<file path="src/rtl/icache_axi_refill_pkg.sv">
// ---------------------------------------------------------------------------
// icache_axi_refill_pkg
//   Shared constants and types for the instruction-cache AXI refill engine:
//   AXI4 burst/size/response encodings, cache line geometry and the refill
//   FSM state encoding.
// ---------------------------------------------------------------------------
package icache_axi_refill_pkg;

    localparam logic [1:0] AXI_BURST_INCR = 2'b01;
    localparam logic [1:0] AXI_BURST_WRAP = 2'b10;
    localparam logic [1:0] AXI_RESP_OKAY  = 2'b00;
    localparam logic [2:0] AXI_SIZE_4B    = 3'b010;

    localparam int LINE_WORDS = 8;
    localparam int LINE_W     = 32 * LINE_WORDS;

    typedef enum logic [1:0] {
        ST_IDLE = 2'd0,
        ST_AR   = 2'd1,
        ST_R    = 2'd2,
        ST_DONE = 2'd3
    } refill_state_t;

endpackage

</file>
<file path="src/rtl/icache_axi_refill.sv">
// ---------------------------------------------------------------------------
// icache_axi_refill
//   Memory-side responder for the ICache line-refill interface. A level-held
//   refill request (req_ren_i + req_araddr_i) launches one 8-beat, 32-bit
//   AXI4 read burst; the beats are assembled into a 256-bit line which is
//   returned with a single-cycle line_rvalid_o pulse.
//
// Configuration macro:
//   CRITICAL_WORD_FIRST_EN - issue a WRAP burst starting at the missing word
//                            instead of an INCR burst from the line base.
//                            The returned line layout is identical.
//
// Ports:
//   clk, rst                 clock, synchronous active-high reset
//   req_ren_i, req_araddr_i  refill request (held until line_rvalid_o)
//   line_rvalid_o            one-cycle pulse: line_rdata_o / line_err_o valid
//   line_rdata_o             word i at bits [32i+31:32i]
//   line_err_o               bad rresp or rlast mismatch in the burst
//   m_ar*                    AXI4 read address channel (master)
//   m_r*                     AXI4 read data channel (master)
//   dbg_state_o              current FSM state (refill_state_t encoding)
//
// Handshake rule for both AXI channels: a transfer happens on a rising clk
// edge where valid and ready are both high; valid, once raised, is held with
// stable payload until that transfer.
// ---------------------------------------------------------------------------
module icache_axi_refill
    import icache_axi_refill_pkg::*;
#(
    parameter int AXI_ID_W   = 4,
    parameter int AXI_ID     = 0,
    parameter int LINE_WORDS = icache_axi_refill_pkg::LINE_WORDS
) (
    input  logic                    clk,
    input  logic                    rst,

    input  logic                    req_ren_i,
    input  logic [31:0]             req_araddr_i,

    output logic                    line_rvalid_o,
    output logic [32*LINE_WORDS-1:0] line_rdata_o,
    output logic                    line_err_o,

    output logic [AXI_ID_W-1:0]     m_arid,
    output logic [31:0]             m_araddr,
    output logic [7:0]              m_arlen,
    output logic [2:0]              m_arsize,
    output logic [1:0]              m_arburst,
    output logic                    m_arvalid,
    input  logic                    m_arready,

    input  logic [AXI_ID_W-1:0]     m_rid,
    input  logic [31:0]             m_rdata,
    input  logic [1:0]              m_rresp,
    input  logic                    m_rlast,
    input  logic                    m_rvalid,
    output logic                    m_rready,

    output logic [1:0]              dbg_state_o
);

    localparam int CNT_W = $clog2(LINE_WORDS);

    refill_state_t     state_q;
    logic [31:5]       line_addr_q;
    logic [31:0]       araddr_q;
    logic              arvalid_q;
    logic              rready_q;
    logic [CNT_W-1:0]  cnt_q;
    logic [CNT_W-1:0]  start_q;
    logic              err_q;
    logic [31:0]       line_q [LINE_WORDS];

    logic [CNT_W-1:0]  beat_slot;
    logic              cnt_last;
    logic              line_hit;

    // Slot index wraps naturally because LINE_WORDS is a power of two.
    assign beat_slot = cnt_q + start_q;
    assign cnt_last  = (cnt_q == CNT_W'(LINE_WORDS - 1));

    // The line is only delivered if the requester still wants this exact
    // line in the DONE cycle; a withdrawn or redirected request drops it.
    assign line_hit = (state_q == ST_DONE) && req_ren_i &&
                      (req_araddr_i[31:5] == line_addr_q);

    always_ff @(posedge clk) begin
        if (rst) begin
            state_q     <= ST_IDLE;
            line_addr_q <= '0;
            araddr_q    <= '0;
            arvalid_q   <= 1'b0;
            rready_q    <= 1'b0;
            cnt_q       <= '0;
            start_q     <= '0;
            err_q       <= 1'b0;
            for (int i = 0; i < LINE_WORDS; i++) begin
                line_q[i] <= '0;
            end
        end else begin
            case (state_q)
                ST_IDLE: begin
                    if (req_ren_i) begin
                        line_addr_q <= req_araddr_i[31:5];
`ifdef CRITICAL_WORD_FIRST_EN
                        araddr_q    <= {req_araddr_i[31:2], 2'b00};
                        start_q     <= req_araddr_i[4:2];
`else
                        araddr_q    <= {req_araddr_i[31:5], 5'b0};
                        start_q     <= '0;
`endif
                        arvalid_q   <= 1'b1;
                        cnt_q       <= '0;
                        err_q       <= 1'b0;
                        state_q     <= ST_AR;
                    end
                end

                ST_AR: begin
                    // Once issued, AR is never withdrawn even if ren drops.
                    if (m_arready) begin
                        arvalid_q <= 1'b0;
                        rready_q  <= 1'b1;
                        cnt_q     <= '0;
                        err_q     <= 1'b0;
                        state_q   <= ST_R;
                    end
                end

                ST_R: begin
                    if (m_rvalid && rready_q) begin
                        line_q[beat_slot] <= m_rdata;
                        cnt_q             <= cnt_q + 1'b1;
                        // Bad response, rlast too early, or rlast missing on
                        // the final expected beat all flag the line.
                        if ((m_rresp != AXI_RESP_OKAY) || (m_rlast != cnt_last)) begin
                            err_q <= 1'b1;
                        end
                        if (m_rlast || cnt_last) begin
                            rready_q <= 1'b0;
                            state_q  <= ST_DONE;
                        end
                    end
                end

                ST_DONE: begin
                    state_q <= ST_IDLE;
                end

                default: begin
                    state_q <= ST_IDLE;
                end
            endcase
        end
    end

    genvar gi;
    generate
        for (gi = 0; gi < LINE_WORDS; gi++) begin : g_pack
            assign line_rdata_o[32*gi +: 32] = line_q[gi];
        end
    endgenerate

    assign line_rvalid_o = line_hit;
    assign line_err_o    = line_hit & err_q;

    assign m_arid    = AXI_ID_W'(AXI_ID);
    assign m_araddr  = araddr_q;
    assign m_arlen   = 8'(LINE_WORDS - 1);
    assign m_arsize  = AXI_SIZE_4B;
`ifdef CRITICAL_WORD_FIRST_EN
    assign m_arburst = AXI_BURST_WRAP;
`else
    assign m_arburst = AXI_BURST_INCR;
`endif
    assign m_arvalid = arvalid_q;
    assign m_rready  = rready_q;

    assign dbg_state_o = state_q;

    // rid is not checked; low address bits only matter for the WRAP start.
    logic unused_ok;
    assign unused_ok = ^{m_rid, req_araddr_i[4:0]};

endmodule

</file>
<file path="config.mk">
export PLATFORM = sky130hd
export DESIGN_NAME = icache_axi_refill
export DESIGN_NICKNAME = d
export VERILOG_FILES = /design/src/rtl/icache_axi_refill_pkg.sv /design/src/rtl/icache_axi_refill.sv
export SDC_FILE = /design/constraint.sdc
export NUM_CORES = 1
export LEC_CHECK = 0
export ABC_AREA = 1
export ABC_CLOCK_PERIOD_IN_PS = 6000
export BUFFER_PORTS_ARGS = -buffer_cell sky130_fd_sc_hd__buf_2
export CORE_MARGIN = 1
export CORE_UTILIZATION = 43
export CTS_CLUSTER_DIAMETER = 150
export DETAILED_ROUTE_END_ITERATION = 6
export GPL_ROUTABILITY_DRIVEN = 0
export PLACE_DENSITY = 0.7
export SLEW_MARGIN = 20
export SYNTH_ARGS = -nofsm -noshare
export SYNTH_HDL_FRONTEND = slang
export SYNTH_SLANG_ARGS = --single-unit
</file>
<file path="constraint.sdc">
create_clock -name clk -period 6 [get_ports clk]
set_input_delay 0.9 -clock clk [delete_from_list [all_inputs] [get_ports clk]]
set_output_delay 0.9 -clock clk [all_outputs]
set_load 0.05 [all_outputs]
</file>
=== Yosys cells after proc, flatten, opt, wreduce, memory -nomap -nowiden ===
Memories as Yosys holds them, arrays and structs flattened.
Cells that the tools add are included.

* Output and inout bits: 311
* RAM bits: 256
* Register bits: 35
* Word-level logic and storage cells: 66
* Memories kept: 1
* Input port bits: 76

{| class="wikitable"
|+ Memory list
! name !! depth !! width !! read ports !! clocked after memory_dff !! write ports !! RTL line !! text
|-
| line_q || 8 || 32 || 8 || 0 || 8 || icache_axi_refill.sv:72 || <nowiki>logic [31:0] line_q [LINE_WORDS];</nowiki>
|}

* Reduce and logical (&&, ||, !) cells: 17
* Multiplexer cells: 29
* Bitwise gates (word level): 1
* Eq/ne operators: 11
* Add/subtract/negate cells: 1

{| class="wikitable"
|+ Operators by type and width
! kind !! number
|-
| $mux 32 || 1
|-
| $reduce_or 32->1 || 1
|-
| $eq 27x27->1 || 1
|-
| $mux 1 || 15
|-
| $mux 3 || 4
|-
| $reduce_and 4->1 || 3
|-
| $ne 2x2->1 const B || 5
|-
| $pmux 3 s3 || 1
|-
| $mux 2 || 4
|-
| $pmux 2 s4 || 1
|-
| $reduce_bool 2->1 || 3
|-
| $reduce_and 5->1 || 1
|-
| $eq 2x2->1 const B || 2
|-
| $pmux 1 s2 || 2
|-
| $add 3x1->3 const B || 1
|-
| $eq 3x3->1 const B || 1
|-
| $logic_and 1x1->1 || 3
|-
| $pmux 1 s3 || 1
|-
| $reduce_and 3->1 || 1
|-
| $reduce_bool 3->1 || 1
|-
| $eq 2x1->1 const B || 1
|-
| $logic_not 2->1 || 1
|-
| $logic_or 1x1->1 || 2
|-
| $reduce_and 2->1 || 1
|-
| other kinds (2) || 2
|}

=== Logic depth before layout (Yosys ltp) ===
Gate-level depths: netlist (run 1).

* Depth after elaboration: 7
* Gate-level depth with buffers: 10
* Gate-level depth less buffers: 10

=== Worst setup path before layout (run 1) ===
No wires, ideal clock.

* Path kind: input port to output port
* Start: input port req_araddr_i[9]
* End: output port line_err_o
* Required time: 5.100 ns
* Data arrival time: 2.395 ns
* Cell stages on the path: 7
* Slack: 2.705 ns
* Buffers on the path: 0
* Cells stage by stage: inv_1 nor2_1 nor2_1 nand2_1 nor2_1 nand3_1 nor3_1

* Cells in the longest elaborated chain, start to end: 3

{| class="wikitable"
|+ RTL lines
! item !! RTL line !! text
|-
| from (decl) || icache_axi_refill.sv:38 || <nowiki>input logic [31:0] req_araddr_i,</nowiki>
|-
| $eq 27x27->1 || icache_axi_refill.sv:85 || <nowiki>(req_araddr_i[31:5] == line_addr_q);</nowiki>
|-
| $logic_and 1x1->1 || icache_axi_refill.sv:84 || <nowiki>assign line_hit = (state_q == ST_DONE) && req_ren_i &&</nowiki>
|-
| $and 1x1->1 || icache_axi_refill.sv:165 || <nowiki>assign line_err_o = line_hit & err_q;</nowiki>
|-
| to (decl) || icache_axi_refill.sv:42 || <nowiki>output logic line_err_o,</nowiki>
|}

No other way between the ends.

==> results of run 1 <==
==> stage by stage <==
stage | power [mW] | std cells | utilization, % | area, um2 | setup WS (ns)
after floorplan | 3.14 | 955 | - | 11200 | 2.70
after global placement | 3.35 | 1587 | 51.9 | 13100 | 2.69
after detailed placement | 3.37 | 1587 | 51.9 | 13100 | 2.63
after CTS | 5.04 | 1640 | 55.3 | 14000 | 2.80
after global routing | 5.20 | 1640 | 55.3 | 14000 | 2.65
final | 5.02 | 1640 | 55.3 | 14000 | 2.88
==> tightest hold or removal path, delay by kind of cell, from the launching register on <==
kind	cells	cell delay (ns)
flip-flops	1	0.32
buffers and inverters	1	0.07
AO/OA/AOI/OAI	1	0.05
==> metal layers <==
layer | global-route usage, % | share of wire [%]
met5 | 0 | 0
met4 | 6.88 | 2.6
met3 | 5.00 | 9.7
met2 | 39.5 | 50
met1 | 27.5 | 38
==> report_power, final <==
group / internal [mW] / switching (mW) / leakage, nW
clock network: 0.933 / 0.764 / 0.422
registers: 2.32 / 0.0730 / 2.93
logic: 0.179 / 0.752 / 3.20
==> cell type report <==
class | instances | share of cell area, %
inverters | 100 | 2.68
well taps | 330 | 2.95
multi-input cells | 508 | 15.4
clock buffers | 33 | 5.28
repair buffers | 358 | 12.8
flip-flops and latches | 291 | 59.8
clock inverters | 20 | 1.03
==> registers in the layout (all words and copies together) (netlist names) <==
name,cells
m_rready,1
err_q,1
m_arvalid,1
line_addr_q,27
line_q,256
dbg_state_o,2
cnt_q,3
==> cells by family after synthesis <==
| family | Yosys count | synth area share (%) |
|---|---|---|
| compound gates | 69 | 3.11 |
| simple gates | 408 | 14.3 |
| fa+ha+maj | 9 | 1.01 |
| flops | 291 | 75.2 |
| other cells | 2 | 0.0673 |
| buf+inv | 156 | 6.30 |
==> worst max path at each step <==
stage | startpoint | endpoint | slack [ns] | cells past startpoint
after detailed placement | rst | line_q[3][13] | 2.63 | 6
after global routing | dbg_state_o[0] | line_q[3][14] | 2.65 | 6
after CTS | dbg_state_o[0] | line_q[3][13] | 2.80 | 6
after global placement | rst | line_q[3][9] | 2.69 | 6
final | dbg_state_o[0] | line_q[3][17] | 2.88 | 6
after floorplan | req_araddr_i[9] | line_err_o | 2.70 | 7
==> cell usage in the layout, fill, tap and decap left out, drive strengths merged <==
cell type,count
nand3,4
bufinv,1
nor2,287
o22ai,1
nand3b,1
nor3,2
nand2,112
nand4,2
conb,22
inv,102
clkinvlp,5
clkinv,12
clkbuf,33
o21ai,35
dfxtp,35
ha,9
a21oi,33
buf,358
edfxtp,256
==> results.yml, run 1 <==
status:
  status: "complete, no violations"
detailed_routing:
  vias: 8053
  vias_per_cell: 4.91
  antenna_left: 0
  drt_wl_total_um: 30700
  first_pass_iters: 5
  drt_iter0_drc: 918
  routedWlPerCell_um: 18.7
  drc: 0
clock_network:
  cts_sinks: 291
  cts_buffers: 29
  cts_tree: "done"
  clk_path_buf_depth: 3
  cts.clk_slew.worst_paths_ns: 0.07
  post_cts_buffers: 0
  htree_levels: 1
  ctsHoldBuffers: 0
  clkLatencyLatePin_ns: 0.55
  cts-root-buf: "clkbuf_16"
  cts_resized: 0
synthesis:
  synth_edf_count: 256
  yosysTopAreaCell: "edfxtp_1"
  synthFlopType: "edfxtp_1"
  avgSynthCellArea_um2: 11.9
  yosys_register_bits: 291
  synth.most_common_cell: "nor2_1"
  ys_seq_area_share_pct: 75.2
  yosys-top-cells-area: "edfxtp_1 69%, nor2_1 9.6%, dfxtp_1 6.3%"
  yosys_warnings: 0
  synth.top_cell.area_share_pct: 68.9
  async_flop_share_pct: 0
  ys_types: 22
  syn_area_mm2: 0.0112
  syn_inst: 935
  synthTopCellsByCount: "285 x nor2_1, 256 x edfxtp_1, 104 x nand2_1"
layout:
  drive_above_1_share_pct: 32.1
  multi_input_area_mm2: 0.00216
  fillers: 2150
  syn2layout_area_growth_pct: 25.7
  diodes: 0
  seqCellArea_mm2: 0.00839
  final_nets: 1373
sta:
  hold_viol_final: 0
  tightest_slew_ns: 0.990
  relSlewSlack_pct: 33.8
  finalSetupViolCount: 0
  rsz0062_at_grt: "no"
  fin_skew_ns: 0.0240
  fin_tns_setup_ns: 0
  hold_slack_ns: 0.484
  final.min_clock_period_ns: 3.12
  finalCritPeriodShare_pct: 52.0
  fmax_ghz: 0.321
  drv_slew: 0
worst_setup_path:
  reg2reg_slack_ns: 2.88
  cp.arrival_ns: 3.27
  r2r_cells: 6
  worstPathMaxFanout: 33
  worstSetupStartpointType: "flop"
  required_ns: 6.15
  cp_num_buf_inv: 1
  cp_slowest_stage_delay_ns: 0.98
  crit_top_cell: "nand2_2"
  crit_slowest_cell: "nand2_2"
  cp_cell_sequence: "inv_1 -> ha_1 -> nand4_4 -> nor2_4 -> nand2_2 -> nand2_2"
  worst-setup-path-type: "reg2reg"
  r2r-end: "line_q[3][17]"
  cp-end-kind: "flop"
  r2r-start: "dbg_state_o[0]"
  cp_top_family: "simple AND/OR/NAND/NOR gates"
min_path:
  hold_path.class: "reg2reg"
  hold_start: "line_addr_q[19]"
  min_path_cells: 2
  hold_end: "line_addr_q[19]"
global_routing:
  grt_usage_pct: 22.5
  overflow: 0
  grt_pass1_vias: 7538
  grt_max_degree: 42
  grt_antenna_before_repair: 0
  grt_pass1_wl_um: 44300
die:
  core-area_mm2: 0.0253
  initial_utilization_pct: 44.0
  floorplan.rows: 58
  die_area_mm2: 0.0266
  ioPinCount: 387
  chipWidth_um: 163
  die_h_um: 163
pwr:
  ir_drop_uv: 231
  cellPowerDensity_mw_per_mm2: 358
  leakage_nw: 6.55
place:
  dp_hpwl_um: 20300
  io_buffers: 355
job:
  drv_cap: 0
Power figures use the tool's default switching activity.
==> inputs of run 2 (changes only) <==
Settings changed: ABC_CLOCK_PERIOD_IN_PS 6000 to 2600, PLACE_DENSITY 0.7 to 0.73.
Clock period 6 ns to 2.6 ns, I/O delays scaled along.
==> run 2 against run 1 <==
Against the previous run:
- sequential share of layout area is 1.2 points lower
- final cell count up 1.4%
- die area stayed put
- non-clock buffer count rose by 19
- worst hold slack worse by 0.41 ns
- routed wire length barely moved
- combinational power is 130% higher
- critical path depth is 2 higher
- setup slack worse by 2.7 ns
- clock skew is 0.0097 ns lower
- cell area up 2.0%
- critical path type is now reg2out
- largest cell class unchanged
==> results.yml, run 2 (synthesis gave the netlist of run 1 again) <==
min_path:
  hold_start: "rst"
  min_path_cells: 2
  hold_end: "dbg_state_o[0]"
  hold_path.class: "in2reg"
layout:
  final_common_cell: "buf_2"
  drive_above_1_share_pct: 33.3
  top_regs: "line_q: 256 flops, line_addr_q: 27 flops, cnt_q: 3 flops"
  syn2layout_area_growth_pct: 28.2
  most-common-layout-cells: "355 x buf_2, 285 x nor2_1, 256 x edfxtp_1"
  regMostFlops: "line_q"
  largest_register_ffs: 256
  final_nets: 1393
  finalNonFillerCells: 1663
die:
  chipWidth_um: 163
  die_h_um: 163
  initial_utilization_pct: 44.0
  core-area_mm2: 0.0253
  ioPinCount: 387
  floorplan.rows: 58
  die_area_mm2: 0.0266
sta:
  fin_skew_ns: 0.0144
  rsz0062_at_grt: "no"
  hold_slack_ns: 0.0773
  final.min_clock_period_ns: 2.44
  finalCritPeriodShare_pct: 93.9
  fin_tns_setup_ns: 0
  fmax_ghz: 0.410
  hold_viol_final: 0
  timing.final.ws_setup_ns: 0.159
  finalSetupViolCount: 0
  drv_slew: 0
worst_setup_path:
  cp.arrival_ns: 2.05
  reg2reg_slack_ns: 0.45
  r2r_cells: 7
  worstPathMaxFanout: 6
  required_ns: 2.21
  worst-setup-path-type: "reg2out"
  cp-end-kind: "primary output"
  r2r-end: "line_q[0][7]"
  r2r-start: "dbg_state_o[0]"
  worstSetupStartpointType: "flop"
detailed_routing:
  routedWlPerCell_um: 18.5
  first_pass_iters: 5
  vias: 8098
  drc: 0
  vias_per_cell: 4.87
  drt_iter0_drc: 907
  drt_wl_total_um: 30700
  antenna_left: 0
pwr:
  power.total_mw: 11.8
  ir_drop_uv: 609
  leakage_nw: 6.69
  cellPowerDensity_mw_per_mm2: 822
global_routing:
  overflow: 0
  grt_max_degree: 51
  grt_pass1_wl_um: 44800
  grt_pass1_vias: 7651
  grt_antenna_before_repair: 1
  grt_usage_pct: 22.7
clock_network:
  cts_buffers: 30
  cts-root-buf: "clkbuf_16"
  cts_tree: "done"
  cts_sinks: 291
  htree_levels: 1
  cts_resized: 0
  cts.clk_slew.worst_paths_ns: 0.06
  clk_path_buf_depth: 3
  clkLatencyLatePin_ns: 0.55
  ctsHoldBuffers: 0
  post_cts_buffers: 0
job:
  drv_cap: 0
status:
  status: "complete, no violations"
place:
  place_inst: 1606
  io_buffers: 355
  place_ws_ns: 0.437
  dp_hpwl_um: 20400
## run 2: cell count changes in the layout (fill, tap and decap cells not counted), sizes merged
| cell | before | now |
|---|---|---|
| buf | 358 | 377 |
| clkbuf | 33 | 39 |
| clkinv | 12 | 10 |
| diode | 0 | 1 |
| inv | 102 | 101 |
## run 2: layout make-up
| class | count | area, um2 |
|---|---|---|
| timing repair buffer | 377 | 2030 |
| fill | 2116 | 11000 |
| clock buffer | 39 | 806 |
| multi-input combinational | 508 | 2160 |
| antenna | 1 | 2.50 |
| sequential | 291 | 8390 |
| tap | 330 | 413 |
| inverter | 100 | 375 |
| clock inverter | 17 | 125 |
## run 2: worst max path at each step
stage | from | endpoint | slack (ns) | cells after the start
2_1_floorplan | dbg_state_o[1] | line_q[0][0] | 0.19 | 7
3_3_place_gp | dbg_state_o[0] | line_q[0][7] | 0.49 | 7
3_5_place_dp | dbg_state_o[0] | line_q[0][9] | 0.44 | 7
4_1_cts | dbg_state_o[0] | line_err_o | 0.14 | 8
5_1_grt | dbg_state_o[0] | line_err_o | 0.07 | 8
6_report | dbg_state_o[0] | line_err_o | 0.16 | 8
## run 2: worst max-delay path: stages (launching register included)
cell and delay (ns):
dfxtp_1 0.43, ha_1 0.18, nand2_1 0.05, nor2_1 0.10
nand2_1 0.06, nor2_1 0.08, nand3_1 0.10, nor3_2 0.21
buf_2 0.30
## run 2: per-stage QoR
step                      area, um2  utilization, %
final                         14300            56.5
after global placement        13400            52.8
after floorplan               11300               -
after global routing          14300            56.5
after CTS                     14300            56.5
after detailed placement      13400            52.8
## run 2: layer usage
metal | share of wire [%] | track usage [%] | vias to the layer above
li1 | - | - | 3759
met1 | 37 | 27.4 | 3808
met2 | 50 | 40.5 | 484
met3 | 10 | 5.66 | 47
met4 | 2.1 | 5.78 | 0
met5 | 0 | 0 | -
## run 2: power breakdown
part / total [mW] / internal, mW / switching (mW)
sequential: 5.52 / 5.35 / 0.166
clock: 4.06 / 2.29 / 1.77
combinational: 2.18 / 0.439 / 1.74
total: 11.8 / 8.08 / 3.67
